**src/rtl/dm_arbiter_pkg.sv**
```systemverilog
// Shared types, constants and helpers for the data-memory arbiter.
package dm_arbiter_pkg;

  // Arbiter FSM encoding
  typedef enum logic [1:0] {
    CPU_PRI   = 2'd0,
    DMA_PRI   = 2'd1,
    DMA_BURST = 2'd2
  } arb_state_e;

  // Data memory depth in 32-bit words
  localparam int unsigned DM_WORDS = 3072;

  // One requester's access as seen by the DM port
  typedef struct packed {
    logic        we;
    logic [31:0] addr;
    logic [3:0]  be;
    logic [31:0] wdata;
  } acc_t;

  // Expand each byte enable into a full byte lane of ones
  function automatic logic [31:0] be_to_mask(input logic [3:0] be);
    logic [31:0] m;
    m = '0;
    for (int i = 0; i < 4; i++) begin
      m[8*i +: 8] = {8{be[i]}};
    end
    return m;
  endfunction

  // A byte address is legal when its word index lies inside the DM
  function automatic logic addr_in_range(input logic [31:0] addr,
                                         input int unsigned words);
    return ({2'b00, addr[31:2]} < words);
  endfunction

endpackage

```
**src/rtl/dm_arbiter_if.sv**
```systemverilog
// Requester and DM-port signal bundle for the data-memory arbiter.
interface dm_arbiter_if;

  // CPU M-stage requester
  logic        cpu_req;
  logic        cpu_we;
  logic [31:0] cpu_addr;
  logic [3:0]  cpu_be;
  logic [31:0] cpu_wdata;
  logic [31:0] cpu_pc;
  logic        cpu_gnt;
  logic        cpu_stall;
  logic        cpu_rvalid;
  logic [31:0] cpu_rdata;
  logic        cpu_err;

  // DMA / debug loader requester
  logic        dma_req;
  logic        dma_we;
  logic [31:0] dma_addr;
  logic [3:0]  dma_be;
  logic [31:0] dma_wdata;
  logic        dma_lock;
  logic        dma_gnt;
  logic        dma_rvalid;
  logic [31:0] dma_rdata;
  logic        dma_err;

  // Single-port data memory
  logic        dm_we;
  logic [31:0] dm_addr;
  logic [31:0] dm_wd;
  logic [31:0] dm_pc;
  logic [31:0] dm_rd;

  // Arbiter side
  modport slave (
    input  cpu_req, cpu_we, cpu_addr, cpu_be, cpu_wdata, cpu_pc,
    output cpu_gnt, cpu_stall, cpu_rvalid, cpu_rdata, cpu_err,
    input  dma_req, dma_we, dma_addr, dma_be, dma_wdata, dma_lock,
    output dma_gnt, dma_rvalid, dma_rdata, dma_err,
    output dm_we, dm_addr, dm_wd, dm_pc,
    input  dm_rd
  );

  // Requesters plus memory side
  modport master (
    output cpu_req, cpu_we, cpu_addr, cpu_be, cpu_wdata, cpu_pc,
    input  cpu_gnt, cpu_stall, cpu_rvalid, cpu_rdata, cpu_err,
    output dma_req, dma_we, dma_addr, dma_be, dma_wdata, dma_lock,
    input  dma_gnt, dma_rvalid, dma_rdata, dma_err,
    input  dm_we, dm_addr, dm_wd, dm_pc,
    output dm_rd
  );

endinterface

```
**src/rtl/dm_arbiter_be_merge.sv**
```systemverilog
// Byte-lane merge: enabled lanes come from the store data, the rest from
// the current DM word, so every DM write is a full-word write.
module dm_be_merge
  import dm_arbiter_pkg::*;
(
  input  logic [31:0] rd,
  input  logic [31:0] wdata,
  input  logic [3:0]  be,
  output logic [31:0] wd
);

  logic [31:0] mask;

  // Single-cycle read-modify-write of the addressed word
  always_comb begin
    mask = be_to_mask(be);
    wd   = (rd & ~mask) | (wdata & mask);
  end

endmodule

```
**src/rtl/dm_arbiter.sv**
```systemverilog
// Data-memory arbiter: CPU priority with DMA anti-starvation and burst
// locking, byte-enable merge, registered load response and range errors.
module dm_arbiter
  import dm_arbiter_pkg::*;
#(
  parameter int unsigned STARVE_MAX = 4,
  parameter int unsigned BURST_MAX  = 8,
  parameter int unsigned DM_WORDS   = dm_arbiter_pkg::DM_WORDS
) (
  input logic         clk,
  input logic         rst,
  dm_arbiter_if.slave bus
);

  localparam int SW = $clog2(STARVE_MAX + 1);
  localparam int BW = (BURST_MAX > 2) ? $clog2(BURST_MAX) : 1;

  arb_state_e  state_q, state_d;
  logic [SW-1:0] starve_cnt_q, starve_cnt_d;
  logic [BW-1:0] burst_cnt_q, burst_cnt_d;

  logic        cpu_rvalid_q, cpu_rvalid_d;
  logic [31:0] cpu_rdata_q, cpu_rdata_d;
  logic        cpu_err_q, cpu_err_d;
  logic        dma_rvalid_q, dma_rvalid_d;
  logic [31:0] dma_rdata_q, dma_rdata_d;
  logic        dma_err_q, dma_err_d;

  logic        cpu_gnt, dma_gnt, any_gnt;
  acc_t        cpu_acc, dma_acc, sel_acc;
  logic        in_range;
  logic [31:0] merged_wd;
  logic [31:0] load_data;

  assign cpu_acc = '{we: bus.cpu_we, addr: bus.cpu_addr, be: bus.cpu_be, wdata: bus.cpu_wdata};
  assign dma_acc = '{we: bus.dma_we, addr: bus.dma_addr, be: bus.dma_be, wdata: bus.dma_wdata};

  // Grant: the favoured requester wins whenever it asks, the other gets leftovers
  always_comb begin
    cpu_gnt = 1'b0;
    dma_gnt = 1'b0;
    if (state_q == CPU_PRI) begin
      cpu_gnt = bus.cpu_req;
      dma_gnt = bus.dma_req & ~bus.cpu_req;
    end else begin
      dma_gnt = bus.dma_req;
      cpu_gnt = bus.cpu_req & ~bus.dma_req;
    end
  end

  assign any_gnt = cpu_gnt | dma_gnt;

  // DM port steering: only the granted access reaches memory
  always_comb begin
    sel_acc = '0;
    if (cpu_gnt) begin
      sel_acc = cpu_acc;
    end else if (dma_gnt) begin
      sel_acc = dma_acc;
    end
  end

  assign in_range = addr_in_range(sel_acc.addr, DM_WORDS);

  dm_be_merge u_merge (
    .rd    (bus.dm_rd),
    .wdata (sel_acc.wdata),
    .be    (sel_acc.be),
    .wd    (merged_wd)
  );

  assign bus.dm_addr   = sel_acc.addr;
  assign bus.dm_we     = any_gnt & sel_acc.we & in_range & (|sel_acc.be);
  assign bus.dm_wd     = merged_wd;
  assign bus.dm_pc     = cpu_gnt ? bus.cpu_pc : 32'b0;
  assign bus.cpu_gnt   = cpu_gnt;
  assign bus.dma_gnt   = dma_gnt;
  assign bus.cpu_stall = bus.cpu_req & ~cpu_gnt;

  // Out-of-range loads still complete, but with zero data
  assign load_data = in_range ? bus.dm_rd : 32'b0;

  // Next state: starvation escalation and burst-length limiting
  always_comb begin
    state_d      = CPU_PRI;
    burst_cnt_d  = '0;
    starve_cnt_d = '0;

    if (state_q == CPU_PRI && bus.dma_req && !dma_gnt) begin
      starve_cnt_d = starve_cnt_q + 1'b1;
    end

    if (dma_gnt) begin
      if (bus.dma_lock && burst_cnt_q < BW'(BURST_MAX - 1)) begin
        state_d     = DMA_BURST;
        burst_cnt_d = burst_cnt_q + 1'b1;
      end
    end else if (state_q == CPU_PRI && bus.dma_req
                 && starve_cnt_q == SW'(STARVE_MAX - 1)) begin
      state_d = DMA_PRI;
    end
  end

  // Load response and error pulse, captured at the grant edge
  always_comb begin
    cpu_rvalid_d = cpu_gnt & ~bus.cpu_we;
    cpu_err_d    = cpu_gnt & ~in_range;
    cpu_rdata_d  = cpu_rvalid_d ? load_data : cpu_rdata_q;
    dma_rvalid_d = dma_gnt & ~bus.dma_we;
    dma_err_d    = dma_gnt & ~in_range;
    dma_rdata_d  = dma_rvalid_d ? load_data : dma_rdata_q;
  end

  // FSM, counters and registered responses
  always_ff @(posedge clk) begin
    if (rst) begin
      state_q      <= CPU_PRI;
      starve_cnt_q <= '0;
      burst_cnt_q  <= '0;
      cpu_rvalid_q <= 1'b0;
      cpu_rdata_q  <= '0;
      cpu_err_q    <= 1'b0;
      dma_rvalid_q <= 1'b0;
      dma_rdata_q  <= '0;
      dma_err_q    <= 1'b0;
    end else begin
      state_q      <= state_d;
      starve_cnt_q <= starve_cnt_d;
      burst_cnt_q  <= burst_cnt_d;
      cpu_rvalid_q <= cpu_rvalid_d;
      cpu_rdata_q  <= cpu_rdata_d;
      cpu_err_q    <= cpu_err_d;
      dma_rvalid_q <= dma_rvalid_d;
      dma_rdata_q  <= dma_rdata_d;
      dma_err_q    <= dma_err_d;
    end
  end

  assign bus.cpu_rvalid = cpu_rvalid_q;
  assign bus.cpu_rdata  = cpu_rdata_q;
  assign bus.cpu_err    = cpu_err_q;
  assign bus.dma_rvalid = dma_rvalid_q;
  assign bus.dma_rdata  = dma_rdata_q;
  assign bus.dma_err    = dma_err_q;

endmodule

```
**src/flat_wrapper.sv**
```systemverilog
// flat-port wrapper written by rule: the top's interface ports become plain ports
module dm_arbiter_flat import dm_arbiter_pkg::*;
#(
  parameter int unsigned STARVE_MAX = 4,
  parameter int unsigned BURST_MAX  = 8,
  parameter int unsigned DM_WORDS   = dm_arbiter_pkg::DM_WORDS
)
  (clk, rst, bus_cpu_req, bus_cpu_we, bus_cpu_addr, bus_cpu_be, bus_cpu_wdata, bus_cpu_pc, bus_cpu_gnt, bus_cpu_stall, bus_cpu_rvalid, bus_cpu_rdata, bus_cpu_err, bus_dma_req, bus_dma_we, bus_dma_addr, bus_dma_be, bus_dma_wdata, bus_dma_lock, bus_dma_gnt, bus_dma_rvalid, bus_dma_rdata, bus_dma_err, bus_dm_we, bus_dm_addr, bus_dm_wd, bus_dm_pc, bus_dm_rd);
  dm_arbiter_if bus_i ();
  input logic clk;
  input logic rst;
  input wire logic [$bits(bus_i.cpu_req)-1:0] bus_cpu_req;
  input wire logic [$bits(bus_i.cpu_we)-1:0] bus_cpu_we;
  input wire logic [$bits(bus_i.cpu_addr)-1:0] bus_cpu_addr;
  input wire logic [$bits(bus_i.cpu_be)-1:0] bus_cpu_be;
  input wire logic [$bits(bus_i.cpu_wdata)-1:0] bus_cpu_wdata;
  input wire logic [$bits(bus_i.cpu_pc)-1:0] bus_cpu_pc;
  output wire logic [$bits(bus_i.cpu_gnt)-1:0] bus_cpu_gnt;
  output wire logic [$bits(bus_i.cpu_stall)-1:0] bus_cpu_stall;
  output wire logic [$bits(bus_i.cpu_rvalid)-1:0] bus_cpu_rvalid;
  output wire logic [$bits(bus_i.cpu_rdata)-1:0] bus_cpu_rdata;
  output wire logic [$bits(bus_i.cpu_err)-1:0] bus_cpu_err;
  input wire logic [$bits(bus_i.dma_req)-1:0] bus_dma_req;
  input wire logic [$bits(bus_i.dma_we)-1:0] bus_dma_we;
  input wire logic [$bits(bus_i.dma_addr)-1:0] bus_dma_addr;
  input wire logic [$bits(bus_i.dma_be)-1:0] bus_dma_be;
  input wire logic [$bits(bus_i.dma_wdata)-1:0] bus_dma_wdata;
  input wire logic [$bits(bus_i.dma_lock)-1:0] bus_dma_lock;
  output wire logic [$bits(bus_i.dma_gnt)-1:0] bus_dma_gnt;
  output wire logic [$bits(bus_i.dma_rvalid)-1:0] bus_dma_rvalid;
  output wire logic [$bits(bus_i.dma_rdata)-1:0] bus_dma_rdata;
  output wire logic [$bits(bus_i.dma_err)-1:0] bus_dma_err;
  output wire logic [$bits(bus_i.dm_we)-1:0] bus_dm_we;
  output wire logic [$bits(bus_i.dm_addr)-1:0] bus_dm_addr;
  output wire logic [$bits(bus_i.dm_wd)-1:0] bus_dm_wd;
  output wire logic [$bits(bus_i.dm_pc)-1:0] bus_dm_pc;
  input wire logic [$bits(bus_i.dm_rd)-1:0] bus_dm_rd;
  assign bus_i.cpu_req = bus_cpu_req;
  assign bus_i.cpu_we = bus_cpu_we;
  assign bus_i.cpu_addr = bus_cpu_addr;
  assign bus_i.cpu_be = bus_cpu_be;
  assign bus_i.cpu_wdata = bus_cpu_wdata;
  assign bus_i.cpu_pc = bus_cpu_pc;
  assign bus_cpu_gnt = bus_i.cpu_gnt;
  assign bus_cpu_stall = bus_i.cpu_stall;
  assign bus_cpu_rvalid = bus_i.cpu_rvalid;
  assign bus_cpu_rdata = bus_i.cpu_rdata;
  assign bus_cpu_err = bus_i.cpu_err;
  assign bus_i.dma_req = bus_dma_req;
  assign bus_i.dma_we = bus_dma_we;
  assign bus_i.dma_addr = bus_dma_addr;
  assign bus_i.dma_be = bus_dma_be;
  assign bus_i.dma_wdata = bus_dma_wdata;
  assign bus_i.dma_lock = bus_dma_lock;
  assign bus_dma_gnt = bus_i.dma_gnt;
  assign bus_dma_rvalid = bus_i.dma_rvalid;
  assign bus_dma_rdata = bus_i.dma_rdata;
  assign bus_dma_err = bus_i.dma_err;
  assign bus_dm_we = bus_i.dm_we;
  assign bus_dm_addr = bus_i.dm_addr;
  assign bus_dm_wd = bus_i.dm_wd;
  assign bus_dm_pc = bus_i.dm_pc;
  assign bus_i.dm_rd = bus_dm_rd;
  dm_arbiter #(.STARVE_MAX(STARVE_MAX), .BURST_MAX(BURST_MAX), .DM_WORDS(DM_WORDS)) u_core (.clk(clk), .rst(rst), .bus(bus_i));
endmodule
```
**config.mk**
```make
export PLATFORM = sky130hd
export DESIGN_NAME = dm_arbiter_flat
export DESIGN_NICKNAME = d
export VERILOG_FILES = /design/src/rtl/dm_arbiter_pkg.sv /design/src/rtl/dm_arbiter_if.sv /design/src/rtl/dm_arbiter_be_merge.sv /design/src/rtl/dm_arbiter.sv /design/src/flat_wrapper.sv
export SDC_FILE = /design/constraint.sdc
export NUM_CORES = 1
export LEC_CHECK = 0
export CORE_AREA = 2 2 144 146
export DETAILED_ROUTE_END_ITERATION = 7
export DIE_AREA = 0 0 146 148
export GPL_ROUTABILITY_DRIVEN = 0
export PLACE_DENSITY = 0.55
export SETUP_SLACK_MARGIN = 0.15
export SLEW_MARGIN = 20
export SYNTH_ARGS = -nofsm -noshare
export SYNTH_HDL_FRONTEND = slang
export SYNTH_HIERARCHICAL = 1
export SYNTH_SLANG_ARGS = --single-unit
```
**constraint.sdc**
```tcl
create_clock -name clk -period 5.3 [get_ports clk]
set_input_delay 1.06 -clock clk [delete_from_list [all_inputs] [get_ports clk]]
set_output_delay 1.06 -clock clk [all_outputs]
set_load 0.005 [all_outputs]
```
# Yosys cells after proc, flatten, opt, wreduce, memory -nomap -nowiden
# Index checks and enable logic that the tools add are counted.
# W data, S select, Z words.
[totals]
output_inout_bits = 168
word_cells = 56
input_bits = 207
regBits = 76
[op_classes]
eq_ne = 1
add_sub_neg = 2
reduce_logical = 9
bitwise = 24
muxes = 9
n_lt_le_gt_ge = 2
[ops]
columns = ["cell", "count"]
rows = [
  ["$mux W69", 2],
  ["$and A32 B32 Y32", 2],
  ["$mux W32", 2],
  ["$not A32 Y32", 1],
  ["$or A32 B32 Y32", 1],
  ["$lt A30 B12 Y1 const B", 1],
  ["$and A1 B1 Y1", 10],
  ["$not A1 Y1", 9],
  ["$add A3 B1 Y3 const B", 2],
  ["$logic_and A1 B1 Y1", 4],
  ["$mux W2", 2],
  ["$reduce_or A4 Y1", 1],
  ["$eq A3 B2 Y1 const B", 1],
  ["$lt A3 B3 Y1 const B", 1],
  ["$mux W1", 3],
  ["$reduce_or A3 Y1", 1],
  ["$logic_not A2 Y1", 1],
  ["$reduce_or A2 Y1", 1],
  ["$logic_not A1 Y1", 1],
  ["$or A1 B1 Y1", 1],
]

# Logic depth before layout (Yosys ltp)
# Gate-level depths: netlist of run 1.
[depth]
ltp_word = 8
depth_mapped = 9
depth_no_buf = 6

# Modules after synthesis
# The synthesis of run 1 kept the hierarchy.
[modules_own_cells]
columns = ["mod", "seq_area_each_um2", "area_per_inst_um2", "instances", "cells_per_inst"]
rows = [
  ["dm_arbiter", 1521.5, 3644.7, 1, 365],
  ["dm_be_merge", 0.0, 525.5, 1, 36],
]

# Worst setup path after synthesis of run 1
# OpenSTA, ideal clock, no wires.
[synth_timing]
path_kind = "input -> output"
from = "input bus_cpu_req"
to = "output bus_dm_we"
path_buffers = 1
required_time_ns = 4.240
stages = 7
setup_slack_ns = 1.623
arrival_ns = 2.617
path_cell_list = "buf_4 > or3b_4 > nand2_4 > inv_4 > a22o_1 > or4_1 > and4_1"
[synth_lines]
columns = ["item", "line_no", "text"]
rows = [
  ["start, declared", "flat_wrapper.sv:12", "input wire logic [$bits(bus_i.cpu_req)-1:0] bus_cpu_req;"],
  ["end, declared", "flat_wrapper.sv:33", "output wire logic [$bits(bus_i.dm_we)-1:0] bus_dm_we;"],
]

# Worst setup path after layout of run 1
[layout_timing]
from = "input bus_cpu_req"
to = "output bus_dm_we"
[layout_via]
elab_chain_len = 8
elab_cells_between_ends = 13
classes_between = "1 x order compare; 4 x mux; 7 x bitwise; 1 x reduce/logical"
[layout_rtl]
columns = ["item", "line_no", "text"]
rows = [
  ["$not A1 Y1", "dm_arbiter.sv:44", "dma_gnt = bus.dma_req & ~bus.cpu_req;"],
  ["$and A1 B1 Y1", "dm_arbiter.sv:44", ""],
  ["$mux W1", "dm_arbiter.sv:42", "if (state_q == CPU_PRI) begin"],
  ["$mux W69", "dm_arbiter.sv:58", "end else if (dma_gnt) begin"],
  ["$mux W69", "dm_arbiter.sv:56", "if (cpu_gnt) begin"],
  ["$lt A30 B12 Y1 or $and A1 B1 Y1 (tied branches)", "dm_arbiter_pkg.sv:35, dm_arbiter.sv:73", ""],
  ["$and A1 B1 Y1", "dm_arbiter.sv:73", "assign bus.dm_we = any_gnt & sel_acc.we & in_range & (|sel_acc.be);"],
  ["$and A1 B1 Y1 *", "dm_arbiter.sv:73", ""],
]
# Mark *: on every way between the ends. The rest lies on a longest branch, timed or not.

==> impl_metrics.yaml, run 1 <==
run_status:
  status: "finished, final reports clean"
floorplan:
  die-area_mm2: 0.0216
  fp.dieW_um: 146
  die_h_um: 148
  start_util: 0.208
  io_pins: 375
  core_mm2: 0.0200
  fp-row-count: 52
synth:
  synth_most_common_cell: "a22o_1"
  synth_edf_count: 0
  syn_inst: 401
  yosysSeqAreaShare: 0.365
  synthArstFlopShare: 0
  synth_area_per_cell_um2: 10.4
  synth_flop_cell: "dfxtp_1"
  synth_warnings: 6
  netlist.area_leader.share: 0.365
  synth-seq-cells: 76
  synth_cell_types: 37
  synth_area_leaders: "dfxtp_1 (36%), a22o_1 (28%), mux2_4 (12%), buf_4 (5.9%), and3_1 (5.1%)"
  synth_area_mm2: 0.00417
  synth_nets: 611
  synth.top_cells.by_count: "a22o_1 (133), dfxtp_1 (76), and3_1 (34), buf_4 (33), mux2_4 (32)"
  synth_top_area_cell: "dfxtp_1"
final_layout:
  nets: 937
  n_fill_cell: 1995
  drive_gt1_frac: 0.0915
  syn2layout_area_growth_pct: 98.1
  fin_area_mm2: 0.00826
  n_antenna_cell: 0
pwr:
  peakVddDrop_v: 0.000123
  leakage_nw: 3.30
  power_density_mw_per_mm2: 212
cts:
  cts_inserted_buffers: 9
  clk_path_buf_depth: 2
  clk_pin_slew_ns: 0.06
  cts_root_buffer: "clkbuf_16"
  cts_tree: "built"
  clkLatencyLatePin_ns: 0.34
  cts-resized-gates: 0
  ctsHoldBuffers: 0
  cts_sinks: 76
  htree_levels: 3
  post_cts_buffers: 0
setup_path:
  crit_chain: "clkdlybuf4s50_1 -> buf_4 -> nand2_1 -> inv_2 -> buf_4 -> nand2_1 -> and3_1 -> and4_1 -> clkdlybuf4s50_1"
  cp.required_ns: 4.24
  worstPathArrival_ns: 3.66
  endpoint_kind: "output pin"
  crit_fanout: 45
  worstSetupStartpointType: "input port"
  critPathBufInv: 5
  cp_slowest_cell: "clkdlybuf4s50_1"
  slowest_delay_ns: 0.47
  cpLargestDelayFamily: "buffers and inverters"
  crit_type: "in2out"
placement:
  place_area_mm2: 0.00793
  pre_cts_ws_ns: 0.558
  place.detailed.hpwl_um: 15400
  io_buffers: 374
timing:
  tightestPinTransition_ns: 0.980
  grt_setup_unrepaired: "false"
  timing.final.crit_period_ns: 4.72
  slew_viol_final: 0
  relSlewSlack: 0.345
  skew_ns: 0.00478
  finalCritPeriodShare: 0.891
  hold_viol: 0
  setup_viol: 0
  setup_tns_ns: 0
  fmax_mhz: 212
  setup_ws_ns: 0.576
routing:
  wl_um: 19800
  vias_per_cell: 4.69
  first_pass_iters: 4
  wire_per_inst_um: 19.7
  drt_iter0_drc: 214
  drc: 0
  vias: 4699
  drtAntennaViolNets: 0
global_route:
  grt_max_degree: 46
  grt_pass1_wl_um: 29100
  antenna_found_initial: 0
  grt_util_all_layers: 0.173
  grt_pass1_vias: 5027
  grt_overflow: 0
hold_path:
  hp-class: "reg2reg"
flow_run:
  max-cap-violations: 0
[final cells by class]
cell class                 instances  area [µm²]  share of cell area
sequential                        76        1520               0.184
clock inverter                     5        82.6             0.00999
multi-input combinational        251        2220               0.269
tap                              270         338              0.0409
clock buffer                      11         253              0.0306
inverter                           3        13.8             0.00167
timing repair buffer             386        3830               0.464
[layout by cell type (no fill, tap or decap), types with 2 or more instances in the layout]
| cell | instances |
|---|---|
| nor4_1 | 8 |
| mux2_4 | 32 |
| nor2_1 | 7 |
| and2_1 | 4 |
| a22o_1 | 133 |
| dfxtp_1 | 76 |
| bufinv_16 | 2 |
| nand3_1 | 2 |
| nor2_4 | 2 |
| clkbuf_16 | 9 |
| nand2_1 | 4 |
| a211oi_1 | 3 |
| clkdlybuf4s50_1 | 374 |
| and3_1 | 34 |
| nand4_1 | 2 |
| ha_1 | 3 |
| buf_4 | 12 |
| clkbuf_8 | 2 |
[state kept, by name, indices dropped and copies added, names as in the netlist]
register / flops
u_core/state_q: 2
u_core/bus.dma_err: 1
u_core/bus.cpu_err: 1
u_core/burst_cnt_q: 3
u_core/bus.dma_rdata: 32
u_core/starve_cnt_q: 3
u_core/bus.dma_rvalid: 1
u_core/bus.cpu_rdata: 32
u_core/bus.cpu_rvalid: 1
[routing by layer]
layer  global-route usage  wire (µm)  vias to the layer above
li1                     -          -                     2189
met1                0.203       8110                     2242
met2                0.312       9930                      240
met3               0.0401       1330                       28
met4               0.0578        384                        0
met5                    0          0                        -
[worst paths after layout]
check / startpoint / endpoint / slack, ns / cells past startpoint
max: bus_cpu_req / bus_dm_we / 0.58 / 9
min: u_core/starve_cnt_q[0] / u_core/starve_cnt_q[0] / 0.42 / 1
max reg2reg: u_core/state_q[1] / u_core/bus.cpu_rdata[4] / 3.02 / 8
min reg2reg: u_core/starve_cnt_q[0] / u_core/starve_cnt_q[0] / 0.42 / 1
[logic make-up (layout without fill, tap and decap cells)]
kind of cell,count (synthesis),in the layout,share of synthesized area
AOI/OAI and AO/OA,140,140,0.291
DFF,76,76,0.365
and+or+nand+nor,75,75,0.111
buffers and inverters,74,405,0.106
muxes,32,32,0.115
adders and majority gates,3,3,0.00900
xor gates and xnor gates,1,1,0.00210
[where the power goes]
group	total [mW]	leakage, nW	internal [mW]	switching [mW]
registers	0.579	0.613	0.576	0.00249
clock network	0.686	0.166	0.440	0.246
logic	0.489	2.52	0.326	0.163
[through the flow]
step	hold slack, ns	cells	utilization	power [mW]
3_5_place_dp	0.415	986	0.396	1.08
3_3_place_gp	0.407	986	0.396	1.08
2_1_floorplan	0.396	401	-	0.776
5_1_grt	0.442	1002	0.412	1.83
4_1_cts	0.424	1002	0.412	1.78
6_report	0.422	1002	0.412	1.75
Note: power is estimated with default switching activity, not from simulation.
==> run 2, diff against run 1 <==
Settings changed: PLACE_DENSITY 0.55 to 0.53, RECOVER_POWER set to 100, SYNTH_HIERARCHICAL 1 to unset.
==> run 2 against run 1 <==
Effect of this change: the run now ends with capacitance limit, slew limit left; core utilization shrank 0.14 points; final area shrank 0.33%; count of clock-buffer cells in the layout shrank 1; hold slack gained 0.0084 ns; largest cell class unchanged; largest power group is now sequential cells.
==> impl_metrics.yaml, run 2 <==
run_status:
  status: "finished with violations"
  violations: "capacitance limit, slew limit"
setup_path:
  cp.required_ns: 4.24
  crit_fanout: 35
  crit_chain: "dlygate4sd3_1 -> or3b_1 -> nand2_1 -> inv_1 -> buf_4 -> a22oi_1 -> a21oi_1 -> dlygate4sd3_1"
  cp_slowest_cell: "dlygate4sd3_1"
  worstPathArrival_ns: 3.89
  endpoint_kind: "output pin"
  crit_type: "in2out"
  slowest_delay_ns: 0.82
  cpLargestDelayFamily: "buffers and inverters"
  critPathBufInv: 4
  cpMostUsedCell: "dlygate4sd3_1"
  rrSetupSlack_ns: 2.10
  worstSetupStartpointType: "input port"
global_route:
  antenna_found_initial: 1
  grt_pass1_wl_um: 32000
  grt_max_degree: 36
  grt_overflow: 0
  grt_pass1_vias: 5167
  grt_util_all_layers: 0.195
routing:
  vias_per_cell: 4.60
  drt_iter0_drc: 160
  vias: 5152
  wl_um: 21800
  first_pass_iters: 4
  drc: 0
  drtAntennaViolNets: 0
  wire_per_inst_um: 19.5
cts:
  ctsHoldBuffers: 0
  cts_sinks: 76
  cts_root_buffer: "clkbuf_16"
  htree_levels: 3
  clkLatencyLatePin_ns: 0.34
  cts-resized-gates: 0
  clk_pin_slew_ns: 0.06
  clk_path_buf_depth: 2
  cts_tree: "built"
  cts_inserted_buffers: 9
  post_cts_buffers: 0
hold_path:
  hp-class: "reg2reg"
placement:
  place_area_mm2: 0.00799
  place.detailed.hpwl_um: 17200
  io_buffers: 374
timing:
  skew_ns: 0.00718
  grt_setup_unrepaired: "false"
  relSlewSlack: -0.191
  tightestPinTransition_ns: 1.79
  slew_viol_final: 68
  finalCritPeriodShare: 0.934
  setup_tns_ns: 0
  fmax_mhz: 202
  timing.final.crit_period_ns: 4.95
  setup_viol: 0
  hold_viol: 0
final_layout:
  fin_area_mm2: 0.00824
  most-common-layout-cells: "clkdlybuf4s50_1 (210), dlygate4sd3_1 (164), nand2_1 (78)"
  nets: 1054
  drive_gt1_frac: 0.0460
  syn2layout_area_growth_pct: 110
  final_common_cell: "clkdlybuf4s50_1"
floorplan:
  die_h_um: 148
  fp-row-count: 52
  io_pins: 375
  start_util: 0.195
  fp.dieW_um: 146
  die-area_mm2: 0.0216
  core_mm2: 0.0200
synth:
  synth_flop_cell: "dfxtp_1"
  synth_most_common_cell: "nand2_1"
  synth_top_area_cell: "dfxtp_1"
  synth-seq-cells: 76
  synth_edf_count: 0
  synthArstFlopShare: 0
  synth_area_mm2: 0.00392
  synth_nets: 697
  synth_cell_types: 36
  netlist.area_leader.share: 0.389
  syn_inst: 487
  yosysSeqAreaShare: 0.389
  synth_area_leaders: "dfxtp_1 (39%), a22o_1 (14%), nand2_1 (7.4%), a22oi_1 (6.1%), and3_1 (5.1%)"
  synth.top_cells.by_count: "nand2_1 (77), dfxtp_1 (76), a22o_1 (64), nor2_1 (40), a21oi_1 (33)"
  synth_area_per_cell_um2: 8.04
  synth_warnings: 0
flow_run:
  max-cap-violations: 2
pwr:
  leakage_nw: 3.41
  peakVddDrop_v: 0.0000932
  power_density_mw_per_mm2: 196
-- run 2: cell types whose count changed after synthesis, moves of 30 or more --
| cell | before | now |
|---|---|---|
| a22o_1 | 133 | 64 |
| a22oi_1 | 0 | 32 |
| nand2_1 | 4 | 77 |
| o21ai_1 | 1 | 31 |
| mux2_4 | 32 | 0 |
| buf_4 | 33 | 0 |
| a21oi_1 | 0 | 33 |
| nor2_1 | 9 | 40 |
-- run 2: worst paths after layout --
| kind | from | endpoint | depth (start not counted) |
|---|---|---|---|
| min | u_core.starve_cnt_q[0] | u_core.starve_cnt_q[0] | 1 |
| max reg2reg | u_core.state_q[1] | u_core.bus.dma_rdata[21] | 6 |
| max | bus_cpu_req | bus_dm_wd[0] | 8 |
| min reg2reg | u_core.starve_cnt_q[0] | u_core.starve_cnt_q[0] | 1 |
-- run 2: stage by stage --
stage	utilization	power (mW)	hold WS [ns]	setup WS [ns]	cells
2_1_floorplan	-	0.732	0.399	1.83	487
3_3_place_gp	0.398	1.09	0.414	0.578	1103
6_report	0.411	1.62	0.430	0.351	1119
5_1_grt	0.411	1.70	0.448	0.173	1119
4_1_cts	0.412	1.68	0.428	0.476	1118
3_5_place_dp	0.398	1.09	0.425	0.496	1103
-- run 2: where the power goes --
group / internal, mW / leakage, nW / switching [mW]
Sequential: 0.577 / 0.613 / 0.00244
Clock: 0.328 / 0.127 / 0.251
Combinational: 0.277 / 2.67 / 0.182
Total: 1.18 / 3.41 / 0.436
-- run 2: routing by layer --
metal,GRT usage,wire [µm],part of all wire
met4,0.0675,476,0.022
met1,0.222,8570,0.39
met5,0,0,0
met2,0.345,11000,0.50
met3,0.0614,1760,0.081
-- run 2: cells by family (layout without fill, tap and decap cells) --
kind of cell	after synthesis	after routing	share of synthesized area
buffers and inverters	51	412	0.0582
AOI/OAI and AO/OA	176	176	0.321
DFF	76	76	0.389
xor gates and xnor gates	1	1	0.00224
and+or+nand+nor	180	180	0.221
adders and majority gates	3	3	0.00959
other	0	1	0
-- run 2: layout make-up --
type | count | area, µm²
Fill cell | 2146 | 11800
Timing Repair Buffer | 390 | 3870
Multi-Input combinational cell | 360 | 2210
Sequential cell | 76 | 1520
Tap cell | 270 | 338
Clock buffer | 10 | 239
Clock inverter | 5 | 36.3
Inverter | 7 | 26.3
Antenna cell | 1 | 2.50
==> run 3, diff against run 2 <==
Settings changed: CORE_AREA 2 2 144 146 to 2 2 146 148, CTS_CLUSTER_DIAMETER set to 80, DIE_AREA 0 0 146 148 to 0 0 148 150, PLACE_DENSITY 0.53 to 0.52.
==> run 3 against run 2 <==
Effect of this change: the flow still finishes with violations (capacitance limit, slew limit); final area rose by 0.49%; setup slack improved by 0.097 ns; largest power group is now clock; clock skew barely moved; wire length fell by 0.90%; non-clock buffer count fell by 3; register-to-register slack improved by 0.07 ns; critical path type unchanged; global-route usage fell by 0.78 points; largest cell class unchanged; die area rose by 2.7%; via count fell by 0.60%.
==> impl_metrics.yaml, run 3 (synthesis gave the netlist of run 2 again) <==
run_status:
  status: "finished with violations"
  violations: "capacitance limit, slew limit"
routing:
  drtAntennaViolNets: 0
  first_pass_iters: 4
  drc: 0
  vias: 5121
  wire_per_inst_um: 19.2
  vias_per_cell: 4.57
  wl_um: 21600
  drt_iter0_drc: 219
global_route:
  grt_overflow: 0
  grt_max_degree: 66
  antenna_found_initial: 0
  grt_pass1_vias: 5172
  grt_pass1_wl_um: 31200
  grt_util_all_layers: 0.187
setup_path:
  worstPathArrival_ns: 3.79
  cpMostUsedCell: "dlygate4sd3_1"
  worst_r2r_path_depth: 6
  crit_fanout: 34
  cp_slowest_cell: "dlygate4sd3_1"
  endpoint_kind: "output pin"
  slowest_delay_ns: 0.70
  cp.required_ns: 4.24
  crit_chain: "dlygate4sd3_1 -> or3b_1 -> nand2_1 -> inv_1 -> buf_4 -> a22oi_1 -> a21oi_1 -> dlygate4sd3_1"
  worstSetupStartpointType: "input port"
  path_depth: 8
  crit_type: "in2out"
  cpLargestDelayFamily: "buffers and inverters"
  critPathBufInv: 4
final_layout:
  nets: 1051
  drive_gt1_frac: 0.0461
  n_fill_cell: 2140
  most-common-layout-cells: "clkdlybuf4s50_1 (210), dlygate4sd3_1 (164), nand2_1 (78)"
  syn2layout_area_growth_pct: 111
  n_antenna_cell: 0
  final_common_cell: "clkdlybuf4s50_1"
timing:
  setup_ws_ns: 0.448
  grt_setup_unrepaired: "false"
  hold_viol: 0
  setup_tns_ns: 0
  setup_viol: 0
  relSlewSlack: -0.161
  fmax_mhz: 206
  tightestPinTransition_ns: 1.74
  skew_ns: 0.00710
  finalCritPeriodShare: 0.916
  slew_viol_final: 68
  timing.final.crit_period_ns: 4.85
pwr:
  peakVddDrop_v: 0.000172
  leakage_nw: 3.43
  power_density_mw_per_mm2: 209
hold_path:
  hold_depth: 1
  hp-class: "reg2reg"
placement:
  io_buffers: 374
  pre_cts_ws_ns: 0.600
  place.detailed.hpwl_um: 16900
cts:
  cts_inserted_buffers: 9
  htree_levels: 3
  cts_root_buffer: "clkbuf_16"
  cts_sinks: 76
  clk_pin_slew_ns: 0.06
  ctsHoldBuffers: 0
  post_cts_buffers: 0
  cts-resized-gates: 0
  clk_path_buf_depth: 2
  cts_tree: "built"
  clkLatencyLatePin_ns: 0.34
floorplan:
  fp-row-count: 53
  core_mm2: 0.0207
  fp.dieW_um: 148
  start_util: 0.189
  die_h_um: 150
  io_pins: 375
  die-area_mm2: 0.0222
flow_run:
  max-cap-violations: 2
run 3: cell types whose count changed in the layout (fill, tap and decap cells not counted), moves of 2 or more:
cell,before,now
o21ai_0,31,29
o21ai_1,1,3
bufinv_16,0,2
inv_6,1,3
clkinvlp_4,3,1
buf_4,12,10
run 3: stage by stage:
step / utilization / cells / total power [mW] / hold WS, ns / cell area (µm²)
2_1_floorplan: - / 487 / 0.732 / 0.399 / 3920
3_3_place_gp: 0.385 / 1105 / 1.09 / 0.416 / 7970
3_5_place_dp: 0.385 / 1105 / 1.09 / 0.426 / 7970
4_1_cts: 0.401 / 1121 / 1.79 / 0.433 / 8300
5_1_grt: 0.400 / 1121 / 1.82 / 0.444 / 8280
6_report: 0.400 / 1121 / 1.73 / 0.428 / 8280
run 3: final timing paths:
check / slack [ns] / end / start
setup reg to reg: 2.17 / u_core.bus.dma_rdata[17] / u_core.state_q[1]
hold reg to reg: 0.43 / u_core.starve_cnt_q[0] / u_core.starve_cnt_q[0]
setup / recovery: 0.45 / bus_dm_wd[23] / bus_cpu_req
hold / removal: 0.43 / u_core.starve_cnt_q[0] / u_core.starve_cnt_q[0]
run 3: where the power goes:
group	internal [mW]	switching (mW)
Combinational	0.276	0.186
Clock	0.421	0.267
Sequential	0.576	0.00251
Total	1.27	0.456
run 3: layer usage:
layer | global-route usage | share of wire
met5 | 0 | 0
met3 | 0.0558 | 0.089
met4 | 0.0657 | 0.024
met2 | 0.331 | 0.50
met1 | 0.213 | 0.38
run 3: layout make-up:
class / instances / area, µm² / area share
clock buffers: 9 / 225 / 0.0272
inverters: 7 / 26.3 / 0.00318
repair buffers: 387 / 3850 / 0.465
multi-input cells: 360 / 2210 / 0.267
well taps: 275 / 344 / 0.0416
clock inverters: 7 / 105 / 0.0127
flip-flops and latches: 76 / 1520 / 0.184
